<file path="config.mk">
export PLATFORM = sky130hd
export DESIGN_NAME = gpcfg_arb
export DESIGN_NICKNAME = d
export VERILOG_FILES = /design/src/rtl/gpcfg_arb.sv
export SDC_FILE = /design/constraint.sdc
export NUM_CORES = 1
export LEC_CHECK = 0
export BUFFER_PORTS_ARGS = -buffer_cell sky130_fd_sc_hd__buf_2
export CORE_AREA = 2 2 135 137
export DETAILED_ROUTE_END_ITERATION = 8
export DIE_AREA = 0 0 137 139
export SLEW_MARGIN = 5
export SYNTH_ARGS = -nofsm -noshare
export SYNTH_HDL_FRONTEND = slang
export SYNTH_SLANG_ARGS = --single-unit
</file>
<file path="constraint.sdc">
create_clock -name hclk -period 2.1 [get_ports hclk]
set_input_delay 0.42 -clock hclk [delete_from_list [all_inputs] [get_ports hclk]]
set_output_delay 0.42 -clock hclk [all_outputs]
set_load 0.005 [all_outputs]
</file>
<file path="src/rtl/gpcfg_arb.sv">
// gpcfg_arb: two-master round-robin arbiter in front of a config register bank.
// One command is in flight at a time; writes hold the strobe for PULSE_LEN cycles.
module gpcfg_arb #(
   parameter int unsigned PULSE_LEN = 1,
   parameter logic [15:0] CFG_BASE  = 16'h0
) (
   input  logic        hclk,
   input  logic        hreset,
   input  logic        m0_req,
   input  logic        m0_wr,
   input  logic [31:0] m0_addr,
   input  logic [31:0] m0_wdata,
   input  logic [3:0]  m0_be,
   output logic        m0_gnt,
   output logic        m0_done,
   output logic [31:0] m0_rdata,
   input  logic        m1_req,
   input  logic        m1_wr,
   input  logic [31:0] m1_addr,
   input  logic [31:0] m1_wdata,
   input  logic [3:0]  m1_be,
   output logic        m1_gnt,
   output logic        m1_done,
   output logic [31:0] m1_rdata,
   output logic        cfg_wr_en,
   output logic        cfg_rd_en,
   output logic [3:0]  cfg_byte_en,
   output logic [31:0] cfg_wr_addr,
   output logic [31:0] cfg_rd_addr,
   output logic [31:0] cfg_wdata,
   input  logic [31:0] cfg_rdata,
   output logic        busy
);

   typedef enum logic [2:0] {
      IDLE,
      GNT,
      WR,
      RD,
      DONE
   } state_t;

   localparam logic [7:0] CNT_LAST = 8'(PULSE_LEN - 1);

   state_t      state_q;
   state_t      state_d;
   logic        owner_q;
   logic        last_q;
   logic        wr_q;
   logic [15:0] addr_q;
   logic [31:0] wdata_q;
   logic [3:0]  be_q;
   logic [7:0]  cnt_q;
   logic [31:0] rdata_q;
   logic        any_req;
   logic        win;
   logic [15:0] addr_sum;
   logic [31:0] cfg_addr;
   logic        unused_addr;

   assign any_req     = m0_req | m1_req;
   assign win         = (m0_req & m1_req) ? ~last_q : m1_req;
   assign addr_sum    = CFG_BASE + addr_q;
   assign cfg_addr    = {16'h0, addr_sum};
   assign unused_addr = ^{m0_addr[31:16], m1_addr[31:16]};

   always_ff @(posedge hclk) begin
      if (hreset) begin
         state_q <= IDLE;
      end else begin
         state_q <= state_d;
      end
   end

   // last_q = 1 after reset so master 0 takes the first tie
   always_ff @(posedge hclk) begin
      if (hreset) begin
         owner_q <= 1'b0;
         last_q  <= 1'b1;
         wr_q    <= 1'b0;
         addr_q  <= 16'h0;
         wdata_q <= 32'h0;
         be_q    <= 4'h0;
         cnt_q   <= 8'h0;
         rdata_q <= 32'h0;
      end else begin
         if (state_q == IDLE && any_req) begin
            owner_q <= win;
            last_q  <= win;
            wr_q    <= win ? m1_wr : m0_wr;
            addr_q  <= win ? m1_addr[15:0] : m0_addr[15:0];
            wdata_q <= win ? m1_wdata : m0_wdata;
            be_q    <= win ? m1_be : m0_be;
         end
         cnt_q <= (state_q == WR) ? cnt_q + 8'd1 : 8'd0;
         if (state_q == RD) begin
            rdata_q <= cfg_rdata;
         end
      end
   end

   always_comb begin
      state_d     = state_q;
      m0_gnt      = 1'b0;
      m1_gnt      = 1'b0;
      m0_done     = 1'b0;
      m1_done     = 1'b0;
      m0_rdata    = 32'h0;
      m1_rdata    = 32'h0;
      cfg_wr_en   = 1'b0;
      cfg_rd_en   = 1'b0;
      cfg_byte_en = 4'h0;
      cfg_wr_addr = 32'h0;
      cfg_rd_addr = 32'h0;
      cfg_wdata   = 32'h0;
      busy        = (state_q != IDLE);
      case (state_q)
         IDLE: begin
            if (any_req) begin
               state_d = GNT;
            end
         end
         GNT: begin
            m0_gnt  = ~owner_q;
            m1_gnt  = owner_q;
            state_d = wr_q ? WR : RD;
         end
         WR: begin
            cfg_wr_en   = 1'b1;
            cfg_byte_en = be_q;
            cfg_wr_addr = cfg_addr;
            cfg_wdata   = wdata_q;
            if (cnt_q == CNT_LAST) begin
               state_d = DONE;
            end
         end
         RD: begin
            cfg_rd_en   = 1'b1;
            cfg_rd_addr = cfg_addr;
            state_d     = DONE;
         end
         DONE: begin
            m0_done  = ~owner_q;
            m1_done  = owner_q;
            m0_rdata = (~owner_q & ~wr_q) ? rdata_q : 32'h0;
            m1_rdata = (owner_q & ~wr_q) ? rdata_q : 32'h0;
            state_d  = IDLE;
         end
         default: state_d = IDLE;
      endcase
      // outputs are forced quiet for the whole reset cycle
      if (hreset) begin
         m0_gnt      = 1'b0;
         m1_gnt      = 1'b0;
         m0_done     = 1'b0;
         m1_done     = 1'b0;
         m0_rdata    = 32'h0;
         m1_rdata    = 32'h0;
         cfg_wr_en   = 1'b0;
         cfg_rd_en   = 1'b0;
         cfg_byte_en = 4'h0;
         cfg_wr_addr = 32'h0;
         cfg_rd_addr = 32'h0;
         cfg_wdata   = 32'h0;
         busy        = 1'b0;
      end
   end

endmodule

</file>
Word-level counts from Yosys, hierarchy flattened
Cells that the tools add are included.
W data, S select, Z words.
{ "classes": {"addsub": 1, "mul": 0, "div_mod_pow": 0, "magnitude_cmp": 0, "eq_ne": 6, "shift": 0, "muxes": 36, "n_bitwise": 8, "reduce_logical": 6} }
{ "ops": {"columns": ["op", "count"], "rows": [
  ["$mux W32", 11],
  ["$mux W16", 3],
  ["$mux W1", 16],
  ["$mux W4", 3],
  ["$pmux W3 S4", 1],
  ["$add A8 B1 Y8 const B", 1],
  ["$logic_not A8 Y1", 1],
  ["$eq A3 B2 Y1 const B", 2],
  ["$mux W3", 2],
  ["$not A1 Y1", 4],
  ["$and A1 B1 Y1", 3],
  ["$eq A3 B1 Y1 const B", 1],
  ["$eq A3 B3 Y1 const B", 1],
  ["$logic_not A3 Y1", 1],
  ["$reduce_bool A3 Y1", 1],
  ["$ne A2 B1 Y1 const B", 1],
  ["$ne A2 B2 Y1 const B", 1],
  ["$reduce_and A2 Y1", 1],
  ["$reduce_or A2 Y1", 1],
  ["$logic_and A1 B1 Y1", 1],
  ["$or A1 B1 Y1", 1]
]} }
{ "word_totals": {"register_bits": 98, "latch_bits": 0, "ramBits": 0, "rom_bits": 0, "inputBits": 174, "out_inout_bits": 171, "elab_cells": 66, "memories": 0} }

Longest topological paths before layout
Gate-level depths: netlist of run 1.
{ "depth": {"depth_word": 5, "mapped_depth": 6, "ltp_nobuf": 5} }

Least setup slack after synthesis of run 1
Ideal clock, no wire load.
{ "synth_path": {"kind": "reg2out", "startpoint": "register state_q[0]", "endpoint": "output port m0_rdata[10]", "arrival_ns": 1.487, "required_time_ns": 1.680, "slack_ns": 0.193, "stages_incl_launch_ff": 6, "n_path_buf": 2, "path_cell_list": "dfxtp_1 buf_6 or4b_4 nor3_4 buf_6 and2_1"} }
{ "synth_between": {"elab_chain_len": 3} }
{ "synth_rtl": {"columns": ["element", "line_no", "source"], "rows": [
  ["start: declaration", "45", "state_t state_q;"],
  ["start signal: assignment", "71", "state_q <= state_d;"],
  ["$eq A3 B3 Y1", "117", "case (state_q)"],
  ["$mux W32", "117", null],
  ["$mux W32", "152", "if (hreset) begin"],
  ["end: declaration", "16", "output logic [31:0] m0_rdata,"]
]} }
Every way passes these cells.

Worst setup path after layout of run 1
{ "layout_path": {"startpoint": "register state_q[0]", "endpoint": "output port m0_rdata[8]"} }
The elaborated chain is that of the path after synthesis.

==> results of run 1 <==
-- per-layer routing --
layer / global-route usage [%] / share of wire, % / vias up
met5: 0 / 0 / -
met4: 5.86 / 1.3 / 0
met3: 4.68 / 8.7 / 11
met2: 29.2 / 48 / 233
met1: 19.8 / 42 / 2387
li1: - / - / 2676
-- worst reg2reg max path: stages (launching register included) --
cell	delay, ps
dfxtp_1	310
buf_4	170
nor3_4	290
o211ai_1	140
buf_4	330
a222oi_1	400
-- report_power, final --
group	leakage [nW]	switching [mW]	internal [mW]
clock network	0.173	0.750	1.20
registers	0.806	0.133	2.09
logic	2.96	0.429	0.389
total	3.94	1.31	3.68
-- through the flow --
stage / hold slack, ps / setup WS [ps]
5_1_grt: 285 / -241
3_5_place_dp: 454 / -16.7
3_3_place_gp: 449 / -1.00
4_1_cts: 280 / -188
2_1_floorplan: 440 / 193
6_report: 303 / -162
-- final cells by class --
type / count / area, µm² / share of cell area (%)
antenna: 1 / 2.50 / 0.0342
clock buffer: 10 / 239 / 3.27
clock inverter: 6 / 113 / 1.54
inverter: 111 / 419 / 5.73
multi-input combinational: 424 / 2500 / 34.3
sequential: 98 / 1960 / 26.8
tap: 229 / 287 / 3.92
timing repair buffer: 306 / 1780 / 24.4
-- cell usage after synthesis, drive strengths merged --
| cell | n |
|---|---|
| and2 | 131 |
| nand2 | 120 |
| inv | 111 |
| dfxtp | 98 |
| a222oi | 52 |
| buf | 52 |
| a21oi | 35 |
| clkbuf | 28 |
| nor2 | 12 |
| and3 | 4 |
| nand3 | 4 |
| o21ai | 4 |
| nand3b | 3 |
| nor3 | 3 |
| or3 | 3 |
| or4b | 3 |
| and3b | 2 |
| ha | 2 |
| nor4 | 2 |
| xor2 | 2 |
| a221o | 1 |
| a221oi | 1 |
| a32oi | 1 |
| and4b | 1 |
| conb | 1 |
| nand4 | 1 |
| nor2b | 1 |
| o211a | 1 |
| o211ai | 1 |
| o31ai | 1 |
| xnor2 | 1 |
-- registers in the layout, summed over array words and instances, names as in the netlist, 3 cells and up --
signal,flops
cnt_q,8
addr_q,16
rdata_q,32
wdata_q,32
be_q,4
state_q,3
-- logic make-up after synthesis --
group	synth area share, %
simple gates	29.4
other cells	0.0717
xor+xnor	0.502
compound gates	14.7
fa+ha+maj	0.478
flops	37.5
buf+inv	17.3
-- worst min path at each step --
stage	from	to	slack, ps	cells past startpoint
6_report	m0_wdata[1]	wdata_q[1]	300	3
4_1_cts	cfg_rdata[7]	rdata_q[7]	280	3
3_5_place_dp	rdata_q[26]	rdata_q[26]	450	2
5_1_grt	cfg_rdata[9]	rdata_q[9]	290	3
2_1_floorplan	rdata_q[0]	rdata_q[0]	440	2
3_3_place_gp	rdata_q[16]	rdata_q[16]	450	2
-- timing repair --
action,4_1_cts,5_1_grt
gates resized for setup,13,5
pin swaps,1,0
setup endpoints to repair,131,132
gates cloned,3,2
setup buffers,2,1
==> impl_metrics.json, run 1 <==
{
  "status": "complete, but fails checks",
  "violations": "design-rule violations, negative setup slack",
  "reg2reg_from": "state_q[0]",
  "nets": 1126,
  "syn_inst": 682,
  "hold_violations": 0,
  "drv_cap": 0,
  "dpl_cell_area_um2": 6780,
  "final_core_utilization_pct": 41.4,
  "post-dp-hpwl_um": 11300,
  "start_util_pct": 29.6,
  "ys_ff_latch": 98,
  "synth_top_cell_by_area": "dfxtp_1",
  "clock-root-buffer": "clkbuf_16",
  "cts_tree": "done",
  "tns_ps": -9800,
  "post-route-min-period_ps": 2260,
  "grt_max_degree": 54,
  "core-area_um2": 17700,
  "instances_no_fill": 1185,
  "grt_overflow_total": 0,
  "clk_pin_slew_ps": 70,
  "port_buffers": 280,
  "clock_path_buffers": 2,
  "gp_congestion": 0.752,
  "critPathMaxStageDelay_ps": 580,
  "crit_type": "flip-flop to output pin",
  "slowest_stage": "or4b_4",
  "start_kind": "flip-flop",
  "rr_worst_depth": 5,
  "fin_skew_ps": 10.8,
  "critPathArrivalTime_ps": 1840,
  "most-common-layout-cells": "buf_2 (280), and2_1 (125), nand2_1 (120)",
  "cts.sink_count": 98,
  "cp_num_buf_inv": 2,
  "grt_pass1_wl_um": 25100,
  "hold_class": "primary input to flip-flop",
  "critPathLaunch": "state_q[0]",
  "routed-via-count": 5307,
  "grt_pass1_vias": 4914,
  "endpoint": "m0_rdata[8]",
  "drtPass1Iterations": 9,
  "ios": 345,
  "finalSetupViolCount": 84,
  "max_freq_mhz": 442,
  "syn_avg_cell_area_um2": 7.67,
  "yosysSeqAreaShare_pct": 37.5,
  "power_mw": 4.99,
  "final.period_utilization_pct": 108,
  "r2r_end": "wdata_q[31]",
  "track_usage_pct": 16.9,
  "yosysUniqueCellTypes": 37,
  "die_area_um2": 19000,
  "antenna_found_initial": 1,
  "drtIter0Drc": 341,
  "htreeDepth": 3,
  "synthTopCellsByArea": "dfxtp_1 (38%), and2_1 (15%), a222oi_1 (9.9%), nand2_1 (8.6%), inv_1 (7.9%)",
  "layout_setup_ws_ps": -162,
  "die_w_um": 137,
  "wirelength_um": 16700,
  "timing.max_slew.rel_slack_pct": 58.1,
  "endpoint_kind": "output pin",
  "ff2ff_setup_slack_ps": 350,
  "worstPathRequired_ps": 1680,
  "path_delay_family": "simple AND/OR/NAND/NOR gates",
  "wl_per_cell_um": 14.1,
  "ys_warn_count": 0,
  "num_rows": 49,
  "synth_top_area_share_pct": 37.5,
  "worstSetupPathDepth": 5,
  "vias_per_cell": 4.48,
  "rsz0062_at_grt": "yes",
  "syn-cell-area_um2": 5230,
  "critPathMaxFanout": 31,
  "die_y_um": 139,
  "synthToLayoutAreaGrowth_pct": 39.7,
  "drive_above_1_share_pct": 35.7,
  "power.leakage_nw": 3.94,
  "layout_commonest_cell": "buf_2",
  "cts_made_buffers": 9,
  "tightest_slew_ps": 629,
  "placed_cells": 1161,
  "ir_drop_mv": 0.371,
  "critical_path.cell_chain": "or4b_4, nor3_4, buf_12, and2_1, buf_2",
  "nFillCells": 1842,
  "maxSlewViolCount": 0,
  "hold_buffers": 0,
  "drc": 7,
  "stdcell_area_um2": 7310,
  "antenna_left": 0,
  "worstSkewPairLatency_ps": 350,
  "power.density_nw_per_um2": 682
}
No activity file was read; power rests on OpenSTA's default activity.
==> run 2: changes to the inputs <==
--- a/config.mk
+++ b/config.mk
@@ -9,7 +9,9 @@
 export CORE_AREA = 2 2 135 137
 export DETAILED_ROUTE_END_ITERATION = 8
 export DIE_AREA = 0 0 137 139
+export GPL_TIMING_DRIVEN = 1
 export SLEW_MARGIN = 5
 export SYNTH_ARGS = -nofsm -noshare
 export SYNTH_HDL_FRONTEND = slang
 export SYNTH_SLANG_ARGS = --single-unit
+export TNS_END_PERCENT = 10
==> run 2 against run 1 <==
- the flow finishes with violations (negative setup slack)
- critical endpoint unchanged
- wire length down 5.5%
- largest cell class unchanged
- critical path type unchanged
- flip-flop and latch count unchanged
- first-iteration DRC count down 3.2%
- highest routed layer unchanged
==> impl_metrics.json, run 2 (synthesis gave the netlist of run 1 again) <==
{
  "track_usage_pct": 16.2,
  "grt_max_degree": 55,
  "maxSlewViolCount": 0,
  "n_antenna_cell": 0,
  "vias_per_cell": 4.50,
  "instances_no_fill": 1177,
  "htreeDepth": 3,
  "grt_overflow_total": 0,
  "drtIter0Drc": 330,
  "worstPathRequired_ps": 1680,
  "gp_congestion": 0.752,
  "hold_violations": 0,
  "final.period_utilization_pct": 108,
  "placed_cells": 1161,
  "drc": 0,
  "post-route-min-period_ps": 2260,
  "pwr-share-comb_pct": 15.8,
  "slowest_stage": "or4b_4",
  "nets": 1119,
  "grt_pass1_vias": 4876,
  "clockPowerShare_pct": 39.4,
  "start_util_pct": 29.6,
  "antenna_found_initial": 1,
  "grt_pass1_wl_um": 24300,
  "critPathArrivalTime_ps": 1840,
  "wl_per_cell_um": 13.4,
  "hold_class": "primary input to flip-flop",
  "p_sw_share_pct": 26.1,
  "synthToLayoutAreaGrowth_pct": 36.9,
  "most-common-layout-cells": "buf_2 (280), and2_1 (125), nand2_1 (120)",
  "routed-via-count": 5295,
  "grtUsageMet1_pct": 18.7,
  "die_area_um2": 19000,
  "power.density_nw_per_um2": 691,
  "tightest_slew_ps": 619,
  "use_met3_pct": 4.68,
  "cp_num_buf_inv": 2,
  "worstSkewPairLatency_ps": 350,
  "core-area_um2": 17700,
  "critPathMaxFanout": 31,
  "grt_use_met2_pct": 28.0,
  "drtPass1Iterations": 9,
  "r2r_end": "wdata_q[31]",
  "critical_path.cell_chain": "or4b_4, nor3_4, buf_12, and2_1, buf_2",
  "reg2reg_from": "state_q[0]",
  "ios": 345,
  "crit_type": "flip-flop to output pin",
  "cts_made_buffers": 9,
  "finalSetupViolCount": 65,
  "post-dp-hpwl_um": 11300,
  "path_delay_family": "simple AND/OR/NAND/NOR gates",
  "rsz0062_at_grt": "yes",
  "critPathMaxStageDelay_ps": 580,
  "violations": "negative setup slack",
  "min_to": "rdata_q[7]",
  "pwr-share-seq_pct": 44.9,
  "max_freq_mhz": 442,
  "die_w_um": 137,
  "post_cts_buffers": 0,
  "cts.sink_count": 98,
  "layout_commonest_cell": "buf_2",
  "cell_internal_pwr_mw": 3.65,
  "num_rows": 49,
  "status": "complete, but fails checks",
  "p_switching_mw": 1.29,
  "port_buffers": 280,
  "reg_top3": "rdata_q (32), wdata_q (32), addr_q (16)",
  "hold_depth": 3,
  "cts_tree": "done",
  "ir_drop_mv": 0.366,
  "clock-root-buffer": "clkbuf_16",
  "rr_worst_depth": 5,
  "drv_cap": 0,
  "power.leakage_nw": 3.87,
  "drive_above_1_share_pct": 35.2,
  "globalRoute.busiestLayer": "met2",
  "antenna_left": 0,
  "die_y_um": 139,
  "final_core_utilization_pct": 40.6,
  "timing.max_slew.rel_slack_pct": 58.8,
  "clock_path_buffers": 2,
  "start_kind": "flip-flop",
  "ff2ff_setup_slack_ps": 370,
  "fin_skew_ps": 11.2,
  "tns_ps": -8890,
  "clk_pin_slew_ps": 70,
  "endpoint_kind": "output pin",
  "wirelength_um": 15800,
  "layout_setup_ws_ps": -162,
  "power_mw": 4.95,
  "min-delay-start": "cfg_rdata[7]"
}
-- run 2: worst min-delay path: cells and delay by family --
family                 cells  cell delay, ps
and+or+nand+nor            1              40
buffers and inverters      1              90
AOI/OAI and AO/OA          1              50
-- run 2: power groups by stage --
stage | clock, mW | sequential (mW) | combinational (mW)
after global routing | 2.09 | 2.25 | 0.875
final | 1.95 | 2.22 | 0.780
after global placement | 0 | 2.25 | 0.780
after CTS | 2.02 | 2.22 | 0.787
after floorplan | 0 | 2.21 | 0.527
after detailed placement | 0 | 2.26 | 0.784
-- run 2: worst max-delay path by stage --
stage	startpoint	end	depth (start not counted)
5_1_grt	state_q[0]	m0_rdata[18]	5
3_3_place_gp	hreset	m1_rdata[31]	6
2_1_floorplan	state_q[0]	m0_rdata[10]	5
6_report	state_q[0]	m0_rdata[8]	5
3_5_place_dp	hreset	m1_rdata[31]	6
4_1_cts	state_q[0]	m1_rdata[22]	5
-- run 2: routing by layer --
layer | routed length (µm) | part of all wire [%] | up-vias
li1 | - | - | 2661
met1 | 6430 | 41 | 2359
met2 | 7510 | 48 | 261
met3 | 1610 | 10 | 14
met4 | 252 | 1.6 | 0
met5 | 0 | 0 | -
-- run 2: area by class of cell --
class                   instances  area [µm²]
clock buffers                  10         239
clock inverters                 6         113
fillers                      1852       10500
inverters                     111         417
multi-input cells             424        2510
flip-flops and latches         98        1960
well taps                     229         287
repair buffers                299        1640
-- run 2: repair_timing --
item	4_1_cts	5_1_grt
resized for setup	4	6
hold buffers	0	0
pin swaps	0	2
setup endpoints to repair	131	132
-- run 2: stage by stage --
stage               hold slack, ps  area (µm²)  setup WS, ps
finish                         305        7160          -162
global route                   285        7160          -241
CTS                            280        7140          -188
detailed placement             454        6780         -16.7
global placement               449        6780         -1.00
floorplan                      440        5350           193
